$ cat config.mk
export PLATFORM = sky130hd
export DESIGN_NAME = fpga_flash_reader
export DESIGN_NICKNAME = d
export VERILOG_FILES = /design/src/rtl/fpga_flash_reader.sv
export SDC_FILE = /design/constraint.sdc
export NUM_CORES = 1
export LEC_CHECK = 0
export ABC_AREA = 1
export CAP_MARGIN = 5
export CORE_MARGIN = 5
export CORE_UTILIZATION = 50
export DETAILED_ROUTE_END_ITERATION = 16
export PLACE_DENSITY = 0.76
export SYNTH_ARGS = -nofsm -noshare
export SYNTH_HDL_FRONTEND = slang
export SYNTH_SLANG_ARGS = --single-unit
$ cat constraint.sdc
create_clock -name clk_in -period 3.8 [get_ports clk_in]
set_clock_uncertainty 0.2 [all_clocks]
set_input_delay 0.38 -clock clk_in [delete_from_list [all_inputs] [get_ports clk_in]]
set_output_delay 0.38 -clock clk_in [all_outputs]
set_load 0.02 [all_outputs]
$ cat src/rtl/fpga_flash_reader.sv
// fpga_flash_reader
//   Serial-flash read controller (EPCS/ASMI style, SPI mode 0) used by the
//   STM32 parallel-bus interface to stream bytes out of the configuration
//   flash. On the first cycle enable is high it latches cmd_byte as the
//   start sector and clocks out READ_CMD plus the 24-bit address
//   {cmd_byte, ADDR_LOW}. It then reads one byte and waits in READY. Each
//   continue_read pulse in READY fetches the next sequential byte.
//   Dropping enable aborts the transfer at once.
//
// Ports
//   clk_in        system clock, rising edge
//   rst_n         asynchronous active-low reset
//   cmd_byte      start-sector byte, sampled on the start cycle only
//   enable        level, high = transaction active, low = abort / idle
//   continue_read one-cycle request for the next byte (honoured in READY only)
//   data_out      last complete byte read from flash
//   busy          1 = data_out stale / fetch in progress, 0 = byte ready
//   rd_count      bytes delivered in the current transaction (wraps)
//   flash_ncs     flash chip select, active low
//   flash_dclk    SPI clock, idles low
//   flash_asdo    serial data to flash (MOSI)
//   flash_data0   serial data from flash (MISO)

module fpga_flash_reader #(
  parameter int          CLK_DIV  = 2,
  parameter logic [7:0]  READ_CMD = 8'h03,
  parameter logic [15:0] ADDR_LOW = 16'h0000
) (
  input  logic        clk_in,
  input  logic        rst_n,
  input  logic [7:0]  cmd_byte,
  input  logic        enable,
  input  logic        continue_read,
  output logic [7:0]  data_out,
  output logic        busy,
  output logic [15:0] rd_count,
  output logic        flash_ncs,
  output logic        flash_dclk,
  output logic        flash_asdo,
  input  logic        flash_data0
);

  localparam int DIV_W = (CLK_DIV > 1) ? $clog2(CLK_DIV) : 1;

  typedef enum logic [2:0] {
    IDLE,
    CMD,
    ADDR,
    DATA,
    READY
  } state_t;

  state_t             state, state_n;
  logic [DIV_W-1:0]   div_cnt;
  logic [4:0]         bit_cnt;
  logic [31:0]        tx_sr;
  logic [7:0]         rx_sr;
  logic               dclk_q;

  // Timing helpers shared by the next-state and datapath logic.
  logic div_tc;      // end of one SCLK half-period
  logic data_done;   // all 8 data bits clocked, byte waiting to be published
  logic shifting;    // SPI clock is running this cycle
  logic fall_edge;   // dclk falls this cycle, current bit ends
  logic last_bit;    // ending bit is the last one of CMD or ADDR

  assign div_tc    = (div_cnt == DIV_W'(CLK_DIV - 1));
  assign data_done = (state == DATA) && (bit_cnt == 5'd8);
  assign shifting  = (state == CMD) || (state == ADDR) ||
                     ((state == DATA) && !data_done);
  assign fall_edge = shifting && div_tc && dclk_q;
  assign last_bit  = ((state == CMD)  && (bit_cnt == 5'd7)) ||
                     ((state == ADDR) && (bit_cnt == 5'd23));

  // ---------------------------------------------------------------------
  // State register
  // ---------------------------------------------------------------------
  // NOTE: sequential state is assigned with <= so every register samples
  // the pre-edge values of its peers; blocking '=' here would create
  // order-dependent simulation and mismatch synthesis.
  always_ff @(posedge clk_in or negedge rst_n) begin
    if (!rst_n) begin
      state <= IDLE;
    end else begin
      state <= state_n;
    end
  end

  // ---------------------------------------------------------------------
  // Next-state logic
  // ---------------------------------------------------------------------
  // NOTE: state_n gets a default before the case so no path leaves it
  // unassigned; otherwise synthesis infers a latch.
  always_comb begin
    state_n = state;
    if (state != IDLE && !enable) begin
      // Abort has priority over everything, including continue_read.
      state_n = IDLE;
    end else begin
      case (state)
        IDLE:    if (enable)                state_n = CMD;
        CMD:     if (fall_edge && last_bit) state_n = ADDR;
        ADDR:    if (fall_edge && last_bit) state_n = DATA;
        DATA:    if (data_done)             state_n = READY;
        READY:   if (continue_read)         state_n = DATA;
        default:                            state_n = IDLE;
      endcase
    end
  end

  // ---------------------------------------------------------------------
  // Outputs decoded from state
  // ---------------------------------------------------------------------
  always_comb begin
    flash_ncs  = (state == IDLE);
    busy       = (state != READY);
    flash_asdo = 1'b0;
    if (state == CMD || state == ADDR) flash_asdo = tx_sr[31];
  end

  assign flash_dclk = dclk_q;

  // ---------------------------------------------------------------------
  // Datapath: SPI clock divider, bit counter, shift registers, result
  // ---------------------------------------------------------------------
  always_ff @(posedge clk_in or negedge rst_n) begin
    if (!rst_n) begin
      div_cnt  <= '0;
      bit_cnt  <= '0;
      tx_sr    <= '0;
      rx_sr    <= '0;
      dclk_q   <= 1'b0;
      data_out <= 8'h00;
      rd_count <= 16'h0000;
    end else if (state != IDLE && !enable) begin
      // Abort: park the bus. A partial byte in rx_sr is simply dropped, and
      // data_out / rd_count keep their last values.
      div_cnt <= '0;
      bit_cnt <= '0;
      dclk_q  <= 1'b0;
    end else begin
      case (state)
        IDLE: begin
          if (enable) begin
            tx_sr    <= {READ_CMD, cmd_byte, ADDR_LOW};
            bit_cnt  <= '0;
            div_cnt  <= '0;
            dclk_q   <= 1'b0;
            rd_count <= 16'h0000;
          end
        end
        CMD, ADDR, DATA: begin
          if (shifting) begin
            if (div_tc) begin
              div_cnt <= '0;
              dclk_q  <= !dclk_q;
              if (!dclk_q) begin
                // Rising edge: capture MISO in the same cycle.
                rx_sr <= {rx_sr[6:0], flash_data0};
              end else begin
                // Falling edge: advance MOSI, restart count at a phase change.
                tx_sr   <= {tx_sr[30:0], 1'b0};
                bit_cnt <= last_bit ? 5'd0 : bit_cnt + 5'd1;
              end
            end else begin
              div_cnt <= div_cnt + 1'b1;
            end
          end else begin
            // data_done: publish the byte; state moves to READY together.
            data_out <= rx_sr;
            rd_count <= rd_count + 16'd1;
            bit_cnt  <= '0;
          end
        end
        READY: begin
          if (continue_read) begin
            // Continuous read: the flash keeps streaming, so only the
            // 8 data bits are clocked again.
            bit_cnt <= '0;
            div_cnt <= '0;
          end
        end
        default: begin
          div_cnt <= '0;
          bit_cnt <= '0;
          dclk_q  <= 1'b0;
        end
      endcase
    end
  end

endmodule

* After elaboration in Yosys (flattened, before gate mapping) *
Index checks and enable logic that the tools add are counted.

storage, ports and cells
  bits in latches = 0
  memories = 0
  bits in read-only memories = 0
  logic and storage cells = 97
  flip-flop bits (word level) = 74
  memory bits (writable) = 0
  output and inout bits = 28

operators by class
  $mul = 0
  div/mod/pow operators = 0
  mux-type cells = 34
  $add $sub $neg = 3
  bitwise operators = 3
  shift-type cells = 0
  reduce and logical (&&, ||, !) cells = 26
  equality and inequality tests = 23
  order comparisons = 0

operators by type and width
  cell                                                                      count
  32-bit 2-to-1 mux                                                         4
  32-bit one-hot mux with 2 select lines                                    1
  5-bit 2-to-1 mux                                                          7
  16-bit 2-to-1 mux                                                         2
  16-bit one-hot mux with 2 select lines                                    1
  3-bit 2-to-1 mux                                                          6
  16-bit by 1-bit adder with 16-bit output (second input constant)          1
  3-bit one-hot mux with 5 select lines                                     1
  5-bit one-hot mux with 3 select lines                                     1
  2-bit inequality test (second input constant)                             6
  3-bit inequality test (second input constant)                             4
  4-bit AND reduction                                                       3
  5-bit AND reduction                                                       2
  1-bit 2-to-1 mux                                                          9
  1-bit logical AND                                                         8
  4-bit inequality test (second input constant)                             2
  3-bit by 2-bit == test with 1-bit output (second input constant)          2
  3-bit by 1-bit inequality test with 1-bit output (second input constant)  2
  3-bit by 2-bit inequality test with 1-bit output (second input constant)  2
  1-bit one-hot mux with 3 select lines                                     2
  3-bit AND reduction                                                       2
  6-bit AND reduction                                                       1
  5-bit by 1-bit adder with 5-bit output (second input constant)            1
  5-bit by 3-bit == test with 1-bit output (second input constant)          1
  other kinds (12)                                                          18

* Logic depth before layout (Yosys ltp) *
Gate-level depths: netlist of run 1.

  word-level depth = 11
  mapped depth = 11
  gate-level depth less buffers = 11

* Worst setup path after synthesis of run 1 *
No wires, ideal clock.

  path kind = register to register
  start point = register state[1]
  end point = register rd_count[7]
  path slack = 2.005 ns
  stages on the path, launching flop included = 10
  arrival = 1.476 ns
  required time = 3.482 ns
  cell sequence = dfrtp_1 -> inv_1 -> nand2_2 -> nor2_1 -> inv_1 -> nand2_2 -> nand2_4 -> buf_6 -> nand2_1 -> o21ai_2

between the ends
  elaborated cells between the ends (all ways) = 18

RTL lines
  what                                                                                 line  RTL
  from (decl)                                                                          53    state_t state, state_n;
  from (signal assigned)                                                               85    state <= state_n;
  3-bit logical NOT (*)                                                                --
  net flash_ncs                                                                        37    output logic flash_ncs,
  2-bit inequality test (no source line) / 2-bit nonzero test (equally long branches)  --
  4-bit AND reduction (no source line)                                                 --
  to (signal assigned)                                                                 171   rd_count <= rd_count + 16'd1;
  to (decl)                                                                            36    output logic [15:0] rd_count,

Mark *: on every way through the listed nets, which the timed path passes. The rest lies on a longest branch.
A chain may end at the register's enable or synchronous reset.

* Worst setup path after layout of run 1 *
  start point = register state[2]
  end point = output flash_asdo

between the ends
  cells in the longest elaborated chain, start to end = 3
  elaborated cells between the ends (all ways) = 4

RTL lines
  what                                                                                                         line  RTL
  3-bit by 1-bit == test with 1-bit output / 3-bit by 2-bit == test with 1-bit output (equally long branches)  118   if (state == CMD || state == ADDR) flash_asdo = tx_sr[31];
  1-bit logical OR (*)                                                                                         118
  1-bit 2-to-1 mux (*)                                                                                         118
  to (decl)                                                                                                    39    output logic flash_asdo,

Every way passes the cells marked *; elsewhere a longest branch is shown, timed or not.

==> flow_summary.json, run 1 <==
{
  "status": "finished, final reports clean",
  "grt_pass1_wl_um": 11900,
  "crit_top_cell": "nor2_1",
  "root_buffer": "clkbuf_8",
  "holdPathStages": 2,
  "start_util_pct": 50.8,
  "ys_warn_count": 0,
  "worstReg2RegStart": "state[2]",
  "gp_congestion": 0.841,
  "drt-total-wl_um": 6810,
  "drtIter0Drc": 169,
  "die_h_um": 90.1,
  "grt_setup_unrepaired": "no",
  "cts_buffers": 9,
  "startpoint": "state[2]",
  "crit_type": "register to primary output",
  "worstPathCellList": "nor2_1, nand2_1, nand2_2, inv_2, nor2_1, clkdlybuf4s50_1",
  "overflow": 0,
  "critPathLaunchType": "register",
  "final_hold_viol_count": 0,
  "synth_enable_flop_cells": 0,
  "worst-path-stages": 6,
  "num_rows": 29,
  "min_path_type": "register to register",
  "grtUsageTotal_pct": 17.7,
  "post-route-min-period_ns": 2.61,
  "synth-main-ff-cell": "dfrtp_1",
  "ctsHtreeMaxLevel": 3,
  "slew_headroom_pct": 52.5,
  "grt_antenna_before_repair": 0,
  "cts.clk_slew.worst_paths_ns": 0.07,
  "grt_pass1_vias": 2550,
  "io_pins": 41,
  "cap_violations": 0,
  "crit_family": "buffers and inverters",
  "slowest_delay_ns": 0.60,
  "dieArea_mm2": 0.00812,
  "die_w_um": 90.1,
  "worstMarginPinSlew_ns": 0.713,
  "final_common_cell": "nand2_1",
  "syn_to_final_growth_pct": 19.2,
  "drc_errors": 0,
  "cts_tree": "yes",
  "setup_violations": 0,
  "yosysUniqueCellTypes": 35,
  "maxSlewViolCount": 0,
  "vias": 2746,
  "avgSynthCellArea_um2": 7.94,
  "firstDrtPassIters": 6,
  "syn_area_mm2": 0.00321,
  "dp_hpwl_um": 4730,
  "finalSetupTns_ns": 0,
  "clk_path_buf_depth": 2,
  "critPathMaxFanout": 8,
  "leakage_nw": 1.77,
  "syn-num-nets": 420,
  "ys_ff_latch": 58,
  "cts_resized": 0,
  "routedWlPerCell_um": 12.9,
  "diodes": 0,
  "postCtsSetupRepairBufs": 0,
  "grt_max_degree": 33,
  "async_flop_share_pct": 100,
  "drtAntennaViolNets": 0,
  "finalCritPeriodShare_pct": 68.7,
  "post_route_cells_drive_above_1_share_pct": 11.3,
  "yosysSeqAreaShare_pct": 45.2,
  "hold_start": "data_out[3]",
  "final.setup.worst_slack_ns": 1.19,
  "nNetsFinal": 462,
  "yosysTopAreaCell": "dfrtp_1",
  "coreArea_mm2": 0.00631,
  "via_per_inst": 5.20,
  "worstRegToRegCells": 8,
  "netlist_instances": 404,
  "layout_common_cells": "nand2_1, dfrtp_1, nand3_1",
  "port_buffers": 40,
  "whs_ns": 0.273,
  "cp_slowest_cell": "clkdlybuf4s50_1",
  "power-per-cell-area_mw_per_mm2": 625,
  "yosysTopAreaCellShare_pct": 45.2,
  "yosys-top-cells-area": "dfrtp_1, nand2_1, nand3_1",
  "crit_required_ns": 3.22,
  "clock_latency_ns": 0.34,
  "crit_buf_inv": 2,
  "endpoint_kind": "primary output",
  "max-vdd-ir-drop_mv": 0.581,
  "cp.arrival_ns": 2.03,
  "place_ws_ns": 1.42,
  "cts_sinks": 58,
  "clock.fmax_mhz": 383
}
## cells in the mapped netlist, types with 3 or more instances
master	number
xor2_1	3
o31ai_1	8
a21oi_1	5
ha_1	3
buf_2	4
nand2_1	131
o21bai_1	4
inv_2	3
nor2_4	4
nand3_1	41
o21ai_0	18
nand3_2	4
o21ai_2	8
nand2_2	6
nor2_1	38
nand4_1	11
dfrtp_1	58
inv_1	29
buf_6	5
## layout make-up
class                           instances  area, um^2
Fill cell                             570        2490
Multi-Input combinational cell        300        1530
Sequential cell                        58        1450
Timing Repair Buffer                   43         420
Clock buffer                           11         141
Inverter                               34         133
Tap cell                               77        96.3
Clock inverter                          5        53.8
## layer usage
metal	GRT usage (%)	vias up	part of all wire [%]
li1	-	1402	-
met4	5.71	0	0.65
met5	0	-	0
met2	27.5	62	47
met1	23.8	1278	46
met3	5.34	4	5.6
## state kept, by name, indices dropped and copies added, names as in the netlist
register / count
bit_cnt: 5
tx_sr: 16
data_out: 8
div_cnt: 1
rx_sr: 8
flash_dclk: 1
state: 3
rd_count: 16
## logic make-up after synthesis
kind of cell | synth area share, %
AND/OR/NAND/NOR | 35.0
buffers and inverters | 7.10
adder cells (fa/ha/maj) | 1.17
flip-flops | 45.2
XOR/XNOR | 1.09
AO/OA/AOI/OAI | 10.4
## path summary, 6_finish.rpt
| check | endpoint | slack, ns |
|---|---|---|
| worst max-delay path | flash_asdo | 1.19 |
| worst min-delay path | data_out[3] | 0.27 |
| worst min register to register | data_out[3] | 0.27 |
| max in group asynchronous | bit_cnt[1] | 2.13 |
| worst max register to register | rx_sr[4] | 1.79 |
| min in group asynchronous | rd_count[5] | 0.43 |
## worst reg2reg max path: stages (launching register included)
cell	delay (ns)
dfrtp_1	0.59
inv_1	0.11
nand3_1	0.13
nand2_2	0.10
a21oi_4	0.39
nor2_4	0.12
nand2_2	0.18
nand2_1	0.08
nand2_1	0.06
## repair_timing
item / 4_1_cts / 5_1_grt
hold buffers: 1 / 0
endpoints found under the hold margin: 30 / 0
setup endpoints to repair: 0 / 0
## stage by stage
step	instance area, um^2	utilization, %	total power, W	cells
after floorplan	3210	-	0.00163	404
after global placement	3620	57.3	0.00181	511
after detailed placement	3620	57.3	0.00184	511
after CTS	3820	60.6	0.00242	528
after global routing	3820	60.6	0.00258	528
final	3820	60.6	0.00239	528
## report_power, final
| group | internal (W) | switching [W] |
|---|---|---|
| Clock | 0.000318 | 0.000248 |
| Combinational | 0.000308 | 0.000659 |
| Sequential | 0.000747 | 0.000109 |
Note: power is estimated with default switching activity, not from simulation.
==> inputs of run 2 (changes only) <==
- PLACE_DENSITY: 0.76 -> 0.79
- clock period: 3.8 -> 2.3 ns (I/O delays scaled with it)
==> run 2 against run 1 <==
Net effect:
- final area grew 1.1%
- die area is the same
- global-route usage grew 0.39 points
- critical path depth shrank 1
- combinational power grew 74%
- sequential power grew 64%
- wire length grew 2.4%
- total power grew 69%
- critical path type unchanged
- largest power group unchanged
- highest routed layer unchanged
==> flow_summary.json, run 2 (same netlist as run 1, synthesis figures left out) <==
{
  "grtUsageTotal_pct": 18.1,
  "clk_path_buf_depth": 2,
  "die_h_um": 90.1,
  "gp_congestion": 0.859,
  "finalCritPeriodShare_pct": 95.0,
  "min_path_type": "input port to asynchronous set/reset pin",
  "port_buffers": 40,
  "wl_met3_um": 311,
  "p_seq_share_pct": 34.6,
  "diodes": 0,
  "routedWlPerCell_um": 13.1,
  "slowest_delay_ns": 0.54,
  "endpoint_kind": "primary output",
  "clock.fmax_mhz": 458,
  "switchingPower_w": 0.00173,
  "dp_hpwl_um": 4810,
  "place_area_mm2": 0.00365,
  "root_buffer": "clkbuf_8",
  "cts_tree": "yes",
  "firstDrtPassIters": 4,
  "post-route-min-period_ns": 2.18,
  "postCtsSetupRepairBufs": 0,
  "crit_top_cell": "inv_1",
  "die_w_um": 90.1,
  "cp.arrival_ns": 1.75,
  "regArea_mm2": 0.00145,
  "leakage_nw": 1.80,
  "top_layer_used": "met4",
  "fillers": 571,
  "start_util_pct": 50.8,
  "swShare_pct": 42.9,
  "nNetsFinal": 465,
  "drt-total-wl_um": 6970,
  "grt_pass1_wl_um": 12400,
  "finalSetupTns_ns": 0,
  "comb_power_share_pct": 41.6,
  "final_hold_viol_count": 0,
  "syn_to_final_growth_pct": 20.6,
  "cts_sinks": 58,
  "grt_pass1_vias": 2667,
  "grt_setup_unrepaired": "no",
  "drtIter0Drc": 170,
  "place_inst": 514,
  "overflow": 0,
  "grt_antenna_before_repair": 0,
  "grt_max_degree": 59,
  "via_per_inst": 5.30,
  "clock_latency_ns": 0.34,
  "finalInstanceArea_mm2": 0.00387,
  "max-vdd-ir-drop_mv": 0.853,
  "dieArea_mm2": 0.00812,
  "wl_met1_um": 3070,
  "io_pins": 41,
  "post-route-util_pct": 61.3,
  "cap_violations": 0,
  "vias": 2812,
  "final_common_cell": "nand2_1",
  "coreArea_mm2": 0.00631,
  "power_w": 0.00404,
  "worstPathCellList": "inv_1, nand2_2, nor2_1, inv_1, clkdlybuf4s50_1",
  "reg_top3": "rd_count x16, tx_sr x16",
  "drtAntennaViolNets": 0,
  "slew_headroom_pct": 73.5,
  "post_route_cells_drive_above_1_share_pct": 12.1,
  "multi_input_area_mm2": 0.00153,
  "critPathLaunchType": "register",
  "ctsHtreeMaxLevel": 3,
  "cp_slowest_cell": "clkdlybuf4s50_1",
  "cts.clk_slew.worst_paths_ns": 0.08,
  "layout.cells.non_filler": 531,
  "status": "finished, final reports clean",
  "setup_violations": 0,
  "rrSetupSlack_ns": 0.41,
  "p_int_w": 0.00231,
  "layout_common_cells": "nand2_1, dfrtp_1, nand3_1",
  "num_rows": 29,
  "crit_type": "register to primary output",
  "wl_met2_um": 3470,
  "maxSlewViolCount": 0,
  "drc_errors": 0,
  "critPathMaxFanout": 5,
  "worstMarginPinSlew_ns": 0.394,
  "power-per-cell-area_mw_per_mm2": 1040,
  "crit_required_ns": 1.87,
  "cts_buffers": 9,
  "clkPwrFrac_pct": 23.8
}
[run 2: power groups by stage]
| stage | Clock (W) | Sequential, W | Combinational (W) |
|---|---|---|---|
| after floorplan | 0 | 0.00143 | 0.00126 |
| after global placement | 0 | 0.00141 | 0.00162 |
| after detailed placement | 0 | 0.00141 | 0.00168 |
| after CTS | 0.000978 | 0.00140 | 0.00170 |
| after global routing | 0.00104 | 0.00143 | 0.00188 |
| final | 0.000961 | 0.00140 | 0.00168 |
[run 2: final cells by class]
cell class / count / share of cell area [%]
tap: 77 / 2.49
clock inverter: 6 / 1.68
clock buffer: 10 / 3.56
inverter: 34 / 3.43
multi-input combinational: 300 / 39.5
timing repair buffer: 46 / 11.8
sequential: 58 / 37.5
[run 2: stage by stage]
stage,hold WS (ns),worst slack (ns)
final,0.224,0.116
after global routing,0.268,0.00163
after CTS,0.243,0.0451
after detailed placement,0.0635,0.318
after global placement,0.0546,0.366
after floorplan,-0.266,0.505
[run 2: what timing repair did]
| action | in CTS | in global routing |
|---|---|---|
| cloned | 0 | 0 |
| hold endpoints to repair | 58 | 0 |
| resized for setup | 1 | 1 |
| hold buffers | 1 | 0 |
| endpoints found under the setup margin | 1 | 1 |
[run 2: critical path, delay by kind of cell, from the launching register on]
kind | cells | cell delay [ns]
buf+inv | 3 | 0.72
simple gates | 2 | 0.28
flops | 1 | 0.43
[run 2: metal layers]
layer / track usage, % / up-vias
met5: 0 / -
met4: 5.83 / 0
met3: 4.34 / 9
met2: 29.6 / 61
met1: 23.7 / 1342
li1: - / 1400
[run 2: worst paths after layout]
check,startpoint,endpoint,cells past startpoint
worst min register to register,rx_sr[7],rx_sr[7],2
worst min-delay path,rst_n,rd_count[5],3
max in group asynchronous,rst_n,data_out[0],3
worst max register to register,rd_count[0],rd_count[6],8
worst max-delay path,state[1],busy,5
min in group clk_in,flash_data0,rx_sr[0],3
